**src/rtl/reg_write_ctrl.sv**
```systemverilog
// Register-file writeback controller: queues writeback requests in a small FIFO and can sweep
// all 16 registers to INIT_VALUE. Optional macro REG_WRITE_R0_ZERO_EN makes register 0 read-only zero.
module reg_write_ctrl #(
    parameter int          DEPTH      = 4,
    parameter logic [15:0] INIT_VALUE = 16'h0000
) (
    input  logic                     clk,
    input  logic                     rst,
    input  logic                     wb_valid,
    output logic                     wb_ready,
    input  logic [3:0]               wb_dest,
    input  logic [15:0]              wb_data,
    input  logic                     init_start,
    output logic                     init_busy,
    output logic                     reg_write_en,
    output logic [3:0]               reg_write_dest,
    output logic [15:0]              reg_write_data,
    output logic [$clog2(DEPTH):0]   fifo_count
);

    localparam int AW = $clog2(DEPTH);
    localparam logic [AW:0] FULL = DEPTH[AW:0];

    typedef enum logic {S_IDLE, S_INIT} state_e;

    // Handshake: a request transfers on a rising edge where wb_valid and wb_ready are both 1;
    // wb_ready depends only on registered state (and rst), never on wb_valid.
    state_e          state_q, state_d;
    logic [3:0]      cnt_q, cnt_d;
    logic [AW-1:0]   wptr_q, rptr_q;
    logic [AW:0]     count_q;
    logic [19:0]     mem_q [DEPTH];
    logic            en_q, en_d;
    logic [3:0]      dest_q, dest_d;
    logic [15:0]     data_q, data_d;
    logic            push, pop;
    logic [19:0]     head;

    assign wb_ready       = !rst && (state_q == S_IDLE) && (count_q != FULL);
    assign push           = wb_valid && wb_ready;
    assign head           = mem_q[rptr_q];
    assign init_busy      = (state_q == S_INIT);
    assign reg_write_en   = en_q;
    assign reg_write_dest = dest_q;
    assign reg_write_data = data_q;
    assign fifo_count     = count_q;

    always_comb begin
        state_d = state_q;
        cnt_d   = cnt_q;
        en_d    = 1'b0;
        dest_d  = dest_q;
        data_d  = data_q;
        pop     = 1'b0;
        case (state_q)
            S_IDLE: begin
                if (count_q != '0) begin
                    pop = 1'b1;
`ifdef REG_WRITE_R0_ZERO_EN
                    if (head[19:16] != 4'd0) begin
                        en_d   = 1'b1;
                        dest_d = head[19:16];
                        data_d = head[15:0];
                    end
`else
                    en_d   = 1'b1;
                    dest_d = head[19:16];
                    data_d = head[15:0];
`endif
                end
                if (init_start) begin
                    state_d = S_INIT;
                    cnt_d   = 4'd0;
                end
            end
            S_INIT: begin
                en_d   = 1'b1;
                dest_d = cnt_q;
`ifdef REG_WRITE_R0_ZERO_EN
                data_d = (cnt_q == 4'd0) ? 16'h0000 : INIT_VALUE;
`else
                data_d = INIT_VALUE;
`endif
                cnt_d  = cnt_q + 4'd1;
                if (cnt_q == 4'hF) state_d = S_IDLE;
            end
            default: state_d = S_IDLE;
        endcase
    end

    always_ff @(posedge clk) begin
        if (rst) begin
            state_q <= S_IDLE;
            cnt_q   <= 4'd0;
            wptr_q  <= '0;
            rptr_q  <= '0;
            count_q <= '0;
            en_q    <= 1'b0;
            dest_q  <= 4'd0;
            data_q  <= 16'h0000;
        end else begin
            state_q <= state_d;
            cnt_q   <= cnt_d;
            en_q    <= en_d;
            dest_q  <= dest_d;
            data_q  <= data_d;
            if (push) wptr_q <= wptr_q + 1'b1;
            if (pop)  rptr_q <= rptr_q + 1'b1;
            case ({push, pop})
                2'b10:   count_q <= count_q + 1'b1;
                2'b01:   count_q <= count_q - 1'b1;
                default: count_q <= count_q;
            endcase
        end
    end

    // Storage needs no reset; occupancy is tracked by the pointers and count.
    always_ff @(posedge clk) begin
        if (push) mem_q[wptr_q] <= {wb_dest, wb_data};
    end

endmodule

```
**config.mk**
```make
export PLATFORM = sky130hd
export DESIGN_NAME = reg_write_ctrl
export DESIGN_NICKNAME = d
export VERILOG_FILES = /design/src/rtl/reg_write_ctrl.sv
export SDC_FILE = /design/constraint.sdc
export NUM_CORES = 1
export LEC_CHECK = 0
export CAP_MARGIN = 20
export CORE_AREA = 2 2 101 103
export DETAILED_ROUTE_END_ITERATION = 10
export DIE_AREA = 0 0 103 105
export GPL_TIMING_DRIVEN = 0
export PLACE_DENSITY = 0.68
export SLEW_MARGIN = 25
export SYNTH_ARGS = -nofsm -noshare
export SYNTH_HDL_FRONTEND = slang
export SYNTH_SLANG_ARGS = --single-unit
export TNS_END_PERCENT = 100
```
**constraint.sdc**
```tcl
create_clock -name clk -period 2.15 [get_ports clk]
set_input_delay 0.215 -clock clk [delete_from_list [all_inputs] [get_ports clk]]
set_output_delay 0.215 -clock clk [all_outputs]
set_load 0.01 [all_outputs]
```
Word level (Yosys, flattened, before mapping)
Memory sizes are Yosys's and may differ from the RTL's. A register that Yosys moved wholly into a read port is not among the register bits.
Index checks and enable logic that the tools add are counted.
- register bits: 33
- memory bits (writable): 80
- input bits: 24
- output and inout port bits: 26
- logic and storage cells: 44
- memories: 1
- memories (name ; words ; width ; read ports ; clocked after Yosys merged registers in ; wr ports ; line ; RTL):
    mem_q ; 4 ; 20 ; 1 ; 1 ; 1 ; 32 ; logic [19:0] mem_q [DEPTH];
- add/sub/neg operators: 5
- equality and inequality tests: 6
- multiplexer cells: 17
- bitwise operators: 1
- reduce and logical (&&, ||, !) cells: 6
- operator list (cell ; count):
    one-hot mux 16 bit (2 select lines) ; 1
    2-to-1 mux 16 bit ; 1
    one-hot mux 4 bit (2 select lines) ; 2
    2-to-1 mux 4 bit ; 2
    2-to-1 mux 1 bit ; 6
    one-hot mux 3 bit (2 select lines) ; 1
    adder 2 x 1 -> 2 bit, second input constant ; 2
    adder 4 x 1 -> 4 bit, second input constant ; 1
    == test 4 bit, second input constant ; 1
    2-to-1 mux 2 bit ; 2
    one-hot mux 1 bit (2 select lines) ; 2
    adder 3 x 1 -> 3 bit, second input constant ; 1
    logical AND 1 bit ; 3
    != test 3 bit, second input constant ; 1
    nonzero test 3 bit ; 1
    subtractor 3 x 1 -> 3 bit, second input constant ; 1
    == test 2 x 1 -> 1 bit, second input constant ; 1
    == test 2 bit, second input constant ; 1
    != test 2 x 1 -> 1 bit, second input constant ; 1
    != test 2 bit, second input constant ; 1
    nonzero test 2 bit ; 1
    zero test 1 bit ; 1
    NOT 1 bit ; 1

Logic depth before layout (Yosys ltp)
Gate-level depths: netlist of run 1.
- depth in word-level cells: 6
- mapped depth: 10
- gate-level depth less buffers: 9

Least setup slack after synthesis of run 1
OpenSTA, ideal clock, no wires.
- path type: flip-flop to flip-flop
- start point: register count_q[2], in the netlist fifo_count[2]
- end point: register count_q[2], in the netlist fifo_count[2]
- setup time: 0.071 ns
- data arrival time: 2.291 ns
- required time: 2.079 ns
- slack: -0.212 ns
- cell stages (with the launch flop): 11
- buffers on the path: 1
- period minus slack after synthesis: 2.362 ns
- cell sequence: dfxtp_1 or3b_1 and3_1 buf_6 inv_2 ha_1 inv_1 fa_1 xor2_1 or3_1 a21oi_1
- longest elaborated chain between the ends: 5
- elaborated cells between the ends (all ways): 12
- classes of those cells: 2 x add/sub; 3 x eq/ne; 3 x mux; 4 x reduce/logical
- RTL lines (item ; line ; RTL):
    start, declared ; 31 ; logic [AW:0] count_q;
    start signal, assigned ; 110 ; 2'b10: count_q <= count_q + 1'b1;
    start signal, assigned ; 111 ; 2'b01: count_q <= count_q - 1'b1;
    start signal, assigned ; 112 ; default: count_q <= count_q;
    nonzero test 3 bit or != test 3 bit (tied branches) ; 57, 39 ;
    2-to-1 mux 1 bit or logical AND 1 bit (tied branches) ; 57, 39 ;
    2-to-1 mux 1 bit or logical AND 1 bit (tied branches) ; 55, 40 ;
    == test 2 x 1 -> 1 bit or == test 2 bit (tied branches) ; 109 ; case ({push, pop})
    one-hot mux 3 bit (2 select lines) or nonzero test 2 bit (tied branches) ; - ;
Several ways; a longest one is shown, not always the timed one.
A chain may end at the register's enable or synchronous reset.

Worst setup path in the final report of run 1
- start point: register count_q[1], in the netlist fifo_count[1]
- end point: register count_q[2], in the netlist fifo_count[2]
Same word-level chain as after synthesis.

==> out/results.ini, run 1 <==
[run_status]
outcome=finished with violations
violations=negative setup slack

[logic_synthesis]
yosysUniqueCellTypes=42
netlist_area_sq_mm=0.00430
ys.flop_type=edfxtp_1
yosysWarnings=0
syn_nets=277
synth_edf_count=80
ys_ff_latch=115
synth_area_leaders=edfxtp_1 (56%), dfxtp_1 (16%), mux4_2 (9.9%)
yosysSeqAreaShare=0.721
yosysTopAreaCellShare=0.558
async_flop_share=0
syn-instance-count=246
synth_area_per_cell_sq_um=17.5
synth_area_leader_cell=edfxtp_1

[place]
dpl.hpwl_microns=5220
placed_cells=430
place.gp.congestion=0.743
dp_slack_ps=-374
port_buffers=49
placed_cell_area_sq_mm=0.00502

[global_routing]
antenna_found_initial=0
grt_pass1_wl_microns=13200
grt_pass1_vias=2533
grt_max_degree=21
grt-ovfl-total=0
grt_usage=0.168

[timing]
relSlewSlack=0.557
hold_slack_ps=342
fin_ws_ps=-98.3
slew_violations=0
rsz0062_at_grt=yes
fin_crit_ps=2250
skew_ps=7.45
worst_slew_pin_slew_ps=662
setup_viol=1
hold_violations=0
max_freq_mhz=445
setup_tns_ps=-98.3
min_period_over_period=1.05

[detailed_routing]
drtAntennaViolNets=0
finalWirelength_microns=8260
vias=2395
route.detailed.drc=0
wire_per_inst_microns=17.8
firstDrtPassIters=4
via_per_inst=5.15
drtIter0Drc=104

[floorplan]
fp.coreArea_sq_mm=0.00964
die_x_microns=103
die_area_sq_mm=0.0108
std_cell_rows=36
pin_count=50
start_util=0.447
die_y_microns=105

[pwr]
power_mw=7.22
leakage_nw=1.90
ir_drop_mv=0.700
p_per_area_mw_per_mm2=1270

[cts]
cts.htree.levels=4
clkTransAtPathRegs_ps=60
root_buffer=clkbuf_8
clockBufferDepth=2
cts_sinks=115
cts_buffers=17
cts_tree=done
insertion_delay_ps=510

[setup_path]
critPathLaunchType=flop
cp.required_ps=2590
crit_fanout=2
worstSetupPathType=flop to flop
arrival_ps=2690
cp-end-kind=flop

[layout]
finish.utilization=0.588
syn_to_final_growth_pct=31.7
drive_gt1_frac=0.250
layout.cells.non_filler=465
nets=350
antenna_cells=0
fin_area_sq_mm=0.00567

[worst_hold_path]
hold_class=input pin to flop

[job]
drv_cap=0

path summary, 6_finish.rpt:
path | start | to | slack [ps] | cells after the start
worst min register to register | reg_write_data[7] | reg_write_data[7] | 480 | 1
worst max register to register | fifo_count[1] | fifo_count[2] | -100 | 9
worst max-delay path | fifo_count[1] | fifo_count[2] | -100 | 9
worst min-delay path | wb_data[3] | mem_q[2][3] | 340 | 1
synth_stat cells (2+ instances only):
cell / n
a211oi_1: 2
mux4_2: 19
dfxtp_1: 35
mux2i_1: 2
a221oi_1: 3
buf_4: 2
nor4_1: 2
a22o_1: 16
nor2b_1: 2
nor2_1: 11
nand2_1: 3
and2_1: 5
clkbuf_1: 3
nor3_2: 2
nor3_1: 2
xor2_1: 2
ha_1: 6
inv_2: 2
inv_1: 10
buf_2: 5
or3_1: 2
a21oi_1: 11
edfxtp_1: 80
final cells by class:
cell class	instances	area [sq um]
Timing Repair Buffer	55	551
Fill cell	761	3970
Sequential cell	115	3110
Tap cell	133	166
Multi-Input combinational cell	108	1140
Clock inverter	15	180
Clock buffer	17	414
Inverter	12	47.5
Buffer	10	51.3
report_power, final:
| group | switching [mW] | internal (mW) | leakage (nW) |
|---|---|---|---|
| Combinational | 0.795 | 0.880 | 0.610 |
| Sequential | 0.126 | 2.62 | 1.01 |
| Clock | 1.03 | 1.77 | 0.277 |
| Total | 1.95 | 5.27 | 1.90 |
repair_timing:
item | 4_1_cts | 5_1_grt
pin swaps | 2 | 5
setup endpoints to repair | 1 | 9
setup buffers | 4 | 0
gates resized for setup | 1 | 7
hold buffers | 0 | 0
worst max-delay path, cell delays in order, from the launching register on:
cell and delay, ps:
dfxtp_4 340, or3b_4 390, and3_4 170, inv_4 50, ha_4 140, inv_2 40
fa_2 370, xor2_2 190, or3_4 360, a21oi_2 110
metal layers:
layer,wire length (microns),vias to the layer above,GRT usage
li1,-,1114,-
met1,3500,1203,0.206
met2,4290,61,0.275
met3,308,17,0.0441
met4,165,0,0.0761
met5,0,-,0
flip-flops by register name, indices dropped and copies added, names as in the netlist, named ones only:
register,flops
mem_q,80
reg_write_dest,4
cnt_q,4
rptr_q,2
init_busy,1
reg_write_data,16
fifo_count,3
reg_write_en,1
wptr_q,2
cells in the final DEF, fill, tap and decap left out, drive strengths merged, types with 4 or more instances in the layout:
cell           Yosys  layout
edfxtp            80      80
clkdlybuf4s50      0      49
dfxtp             35      35
clkbuf             3      20
mux4              19      19
a22o              16      16
inv               12      16
buf                8      13
nor2              11      11
a21oi             11      11
ha                 6       6
and2               5       5
nor3               5       5
clkinvlp           0       4
clkinv             0       4
kinds of logic after synthesis:
kind of cell,after synthesis,synth area share
flops,115,0.721
buf+inv,23,0.0250
mux,22,0.108
compound gates,40,0.0692
simple gates,37,0.0512
fa+ha+maj,7,0.0221
xor+xnor,2,0.00407
No activity file was read; power rests on OpenSTA's default activity.
==> inputs of run 2 (changes only) <==
HOLD_SLACK_MARGIN = 0.02   (was default)
==> results of run 2 <==
Final layout, timing and power as in run 1 (identical DEF).
==> inputs of run 3 (changes only) <==
ABC_AREA = 1   (was default)
CORE_AREA = 2 2 107 109   (was 2 2 101 103)
DIE_AREA = 0 0 109 111   (was 0 0 103 105)
PLACE_DENSITY = 0.67   (was 0.68)
==> run 3 against run 2 <==
Worst hold slack lost 210 ps. Sequential power hardly changed. Count of clock-buffer cells in the layout grew 1. Register-to-register slack better by 290 ps. Area after synthesis increased by 12%. Combinational power up 43%. The flow now finishes without violations. Maximum frequency up 14%. Wire length up 16%. Clock skew grew 3.2 ps.
==> out/results.ini, run 3 <==
[floorplan]
start_util=0.436
pin_count=50
die_area_sq_mm=0.0121
std_cell_rows=39
die_x_microns=109
die_y_microns=111
fp.coreArea_sq_mm=0.0111

[logic_synthesis]
yosysSeqAreaShare=0.642
synth_area_leader_cell=edfxtp_1
synth_area_leaders=edfxtp_1 (50%), dfxtp_1 (15%), nand2_1 (14%)
yosysMostFrequentCell=nand2_1
ys.flop_type=edfxtp_1
ys_ff_latch=115
netlist_area_sq_mm=0.00483
yosysTopAreaCellShare=0.497
synthTopCellsByCount=nand2_1 (182), edfxtp_1 (80), inv_1 (60)
synth_area_per_cell_sq_um=10.0
syn-instance-count=483
synth_edf_count=80
yosysUniqueCellTypes=30
syn_nets=514
yosysWarnings=0
async_flop_share=0

[cts]
cts.htree.levels=4
cts_tree=done
insertion_delay_ps=410
root_buffer=clkbuf_16
clockBufferDepth=2
cts_buffers=17
cts_sinks=115
clkTransAtPathRegs_ps=60

[worst_hold_path]
hold_path_depth=2
hold_class=input pin to flop

[global_routing]
grt_pass1_vias=3147
grt_usage=0.173
antenna_found_initial=0
grt-ovfl-total=0
grt_pass1_wl_microns=15300
grt_max_degree=21

[timing]
max_freq_mhz=507
min_period_over_period=0.917
fin_crit_ps=1970
slew_violations=0
worst_slew_pin_slew_ps=726
relSlewSlack=0.516
hold_violations=0
skew_ps=10.7
setup_viol=0
rsz0062_at_grt=no

[detailed_routing]
via_per_inst=4.65
drtIter0Drc=246
vias=3288
drtAntennaViolNets=0
route.detailed.drc=0
firstDrtPassIters=4
wire_per_inst_microns=13.6
finalWirelength_microns=9620

[setup_path]
crit_fanout=5
cp-end-kind=output port
cp_slowest_cell=clkdlybuf4s50_1
path_buf_inv=1
crit_cells=5
arrival_ps=1760
worstRegToRegCells=12
worstSetupPathType=flop to output port
slowest_delay_ps=540
critPathLaunchType=flop
cp.required_ps=1930
cp_cell_sequence=nor2_4 > nand2_1 > nand2_1 > nor2_1 > clkdlybuf4s50_1
cp_top_family=buffers and inverters
cpMostUsedCell=nand2_1

[layout]
final_common_cell=nand2_1
nets=583
fin_area_sq_mm=0.00609
finish.utilization=0.550
syn_to_final_growth_pct=26.1
largest_reg_flops=80
antenna_cells=0
fill_cells=943
final_cell_mix=nand2_1 (182), edfxtp_1 (80), inv_1 (59)
top_register=mem_q
drive_gt1_frac=0.137

[pwr]
power_frac_comb=0.309
ir_drop_mv=0.770
switching_share=0.316
intPower_mw=5.28
clkPwrFrac=0.334
p_seq_frac=0.357
p_per_area_mw_per_mm2=1270
leakage_nw=2.51
netSwitchingPower_mw=2.44

[place]
placed_cell_area_sq_mm=0.00552
dpl.hpwl_microns=6230
port_buffers=48
place.gp.congestion=0.788

[job]
drv_cap=0

[run_status]
outcome=completed

[run 3: cell types whose count changed in the layout (fill, tap and decap cells not counted), moves of 5 or more]
cell	change
clkinv_2	+5
mux4_2	-19
a22o_1	-16
a21oi_1	+7
a21oi_2	+11
inv_1	+50
nor2_4	+5
nand2_1	+179
nand3_1	+24
[run 3: layout make-up]
class / count / area [sq um] / area share
buffer: 19 / 146 / 0.0240
inverter: 65 / 254 / 0.0417
clock inverter: 13 / 119 / 0.0195
multi-input combinational: 284 / 1370 / 0.224
clock buffer: 18 / 429 / 0.0705
timing repair buffer: 50 / 495 / 0.0813
tap: 143 / 179 / 0.0294
sequential: 115 / 3100 / 0.509
[run 3: worst paths after layout]
check | end | slack [ps] | start
worst min-delay path | reg_write_data[2] | 130 | rst
worst max-delay path | wb_ready | 180 | fifo_count[1]
worst min register to register | reg_write_data[1] | 460 | reg_write_data[1]
worst max register to register | fifo_count[2] | 190 | fifo_count[1]
[run 3: metrics by stage]
stage,instances,setup WS [ps],hold slack [ps],setup TNS (ps),power [mW]
after floorplan,483,82.6,314,0,4.32
after global placement,674,-688,456,-53060,5.10
after detailed placement,674,15.8,454,0,5.16
after CTS,705,7.62,109,0,7.74
after global routing,707,4.08,137,0,8.16
final,707,178,129,0,7.71
[run 3: timing repair]
item | 4_1_cts | 5_1_grt
gates resized for setup | 0 | 3
hold buffers | 0 | 0
buffers inserted | 0 | 2
setup endpoints to repair | 0 | 1
[run 3: cells by family (layout without fill, tap and decap cells)]
| kind of cell | Yosys count | count (layout) | synth area share |
|---|---|---|---|
| compound gates | 38 | 38 | 0.0502 |
| buf+inv | 84 | 165 | 0.0829 |
| simple gates | 238 | 238 | 0.203 |
| flops | 115 | 115 | 0.642 |
| xor+xnor | 1 | 1 | 0.00181 |
| fa+ha+maj | 7 | 7 | 0.0197 |
[run 3: worst register-to-register path, cell delays in order (launching register included)]
cell and delay [ps]:
dfxtp_1 410, nor2_4 80, nand2_2 80, nand2_4 60, inv_2 80, buf_6 140, ha_1 170, inv_1 70
fa_1 390, nand2_1 90, nand3_1 100, o21ai_1 130, a21oi_1 50
[run 3: power by group through the flow]
| stage | sequential (mW) | combinational (mW) | clock [mW] |
|---|---|---|---|
| after floorplan | 2.85 | 1.47 | 0 |
| after detailed placement | 2.80 | 2.36 | 0 |
| after CTS | 2.76 | 2.37 | 2.61 |
| after global placement | 2.79 | 2.31 | 0 |
| final | 2.76 | 2.38 | 2.57 |
| after global routing | 2.78 | 2.67 | 2.71 |
[run 3: per-layer routing]
metal  wire length (microns)  global-route usage  part of all wire  up-vias
li1                        -                   -                 -     1686
met1                    3980               0.211              0.41     1487
met2                    4800               0.278              0.50       98
met3                     647              0.0459             0.067       17
met4                     197              0.0889             0.020        0
met5                       0                   0                 0        -
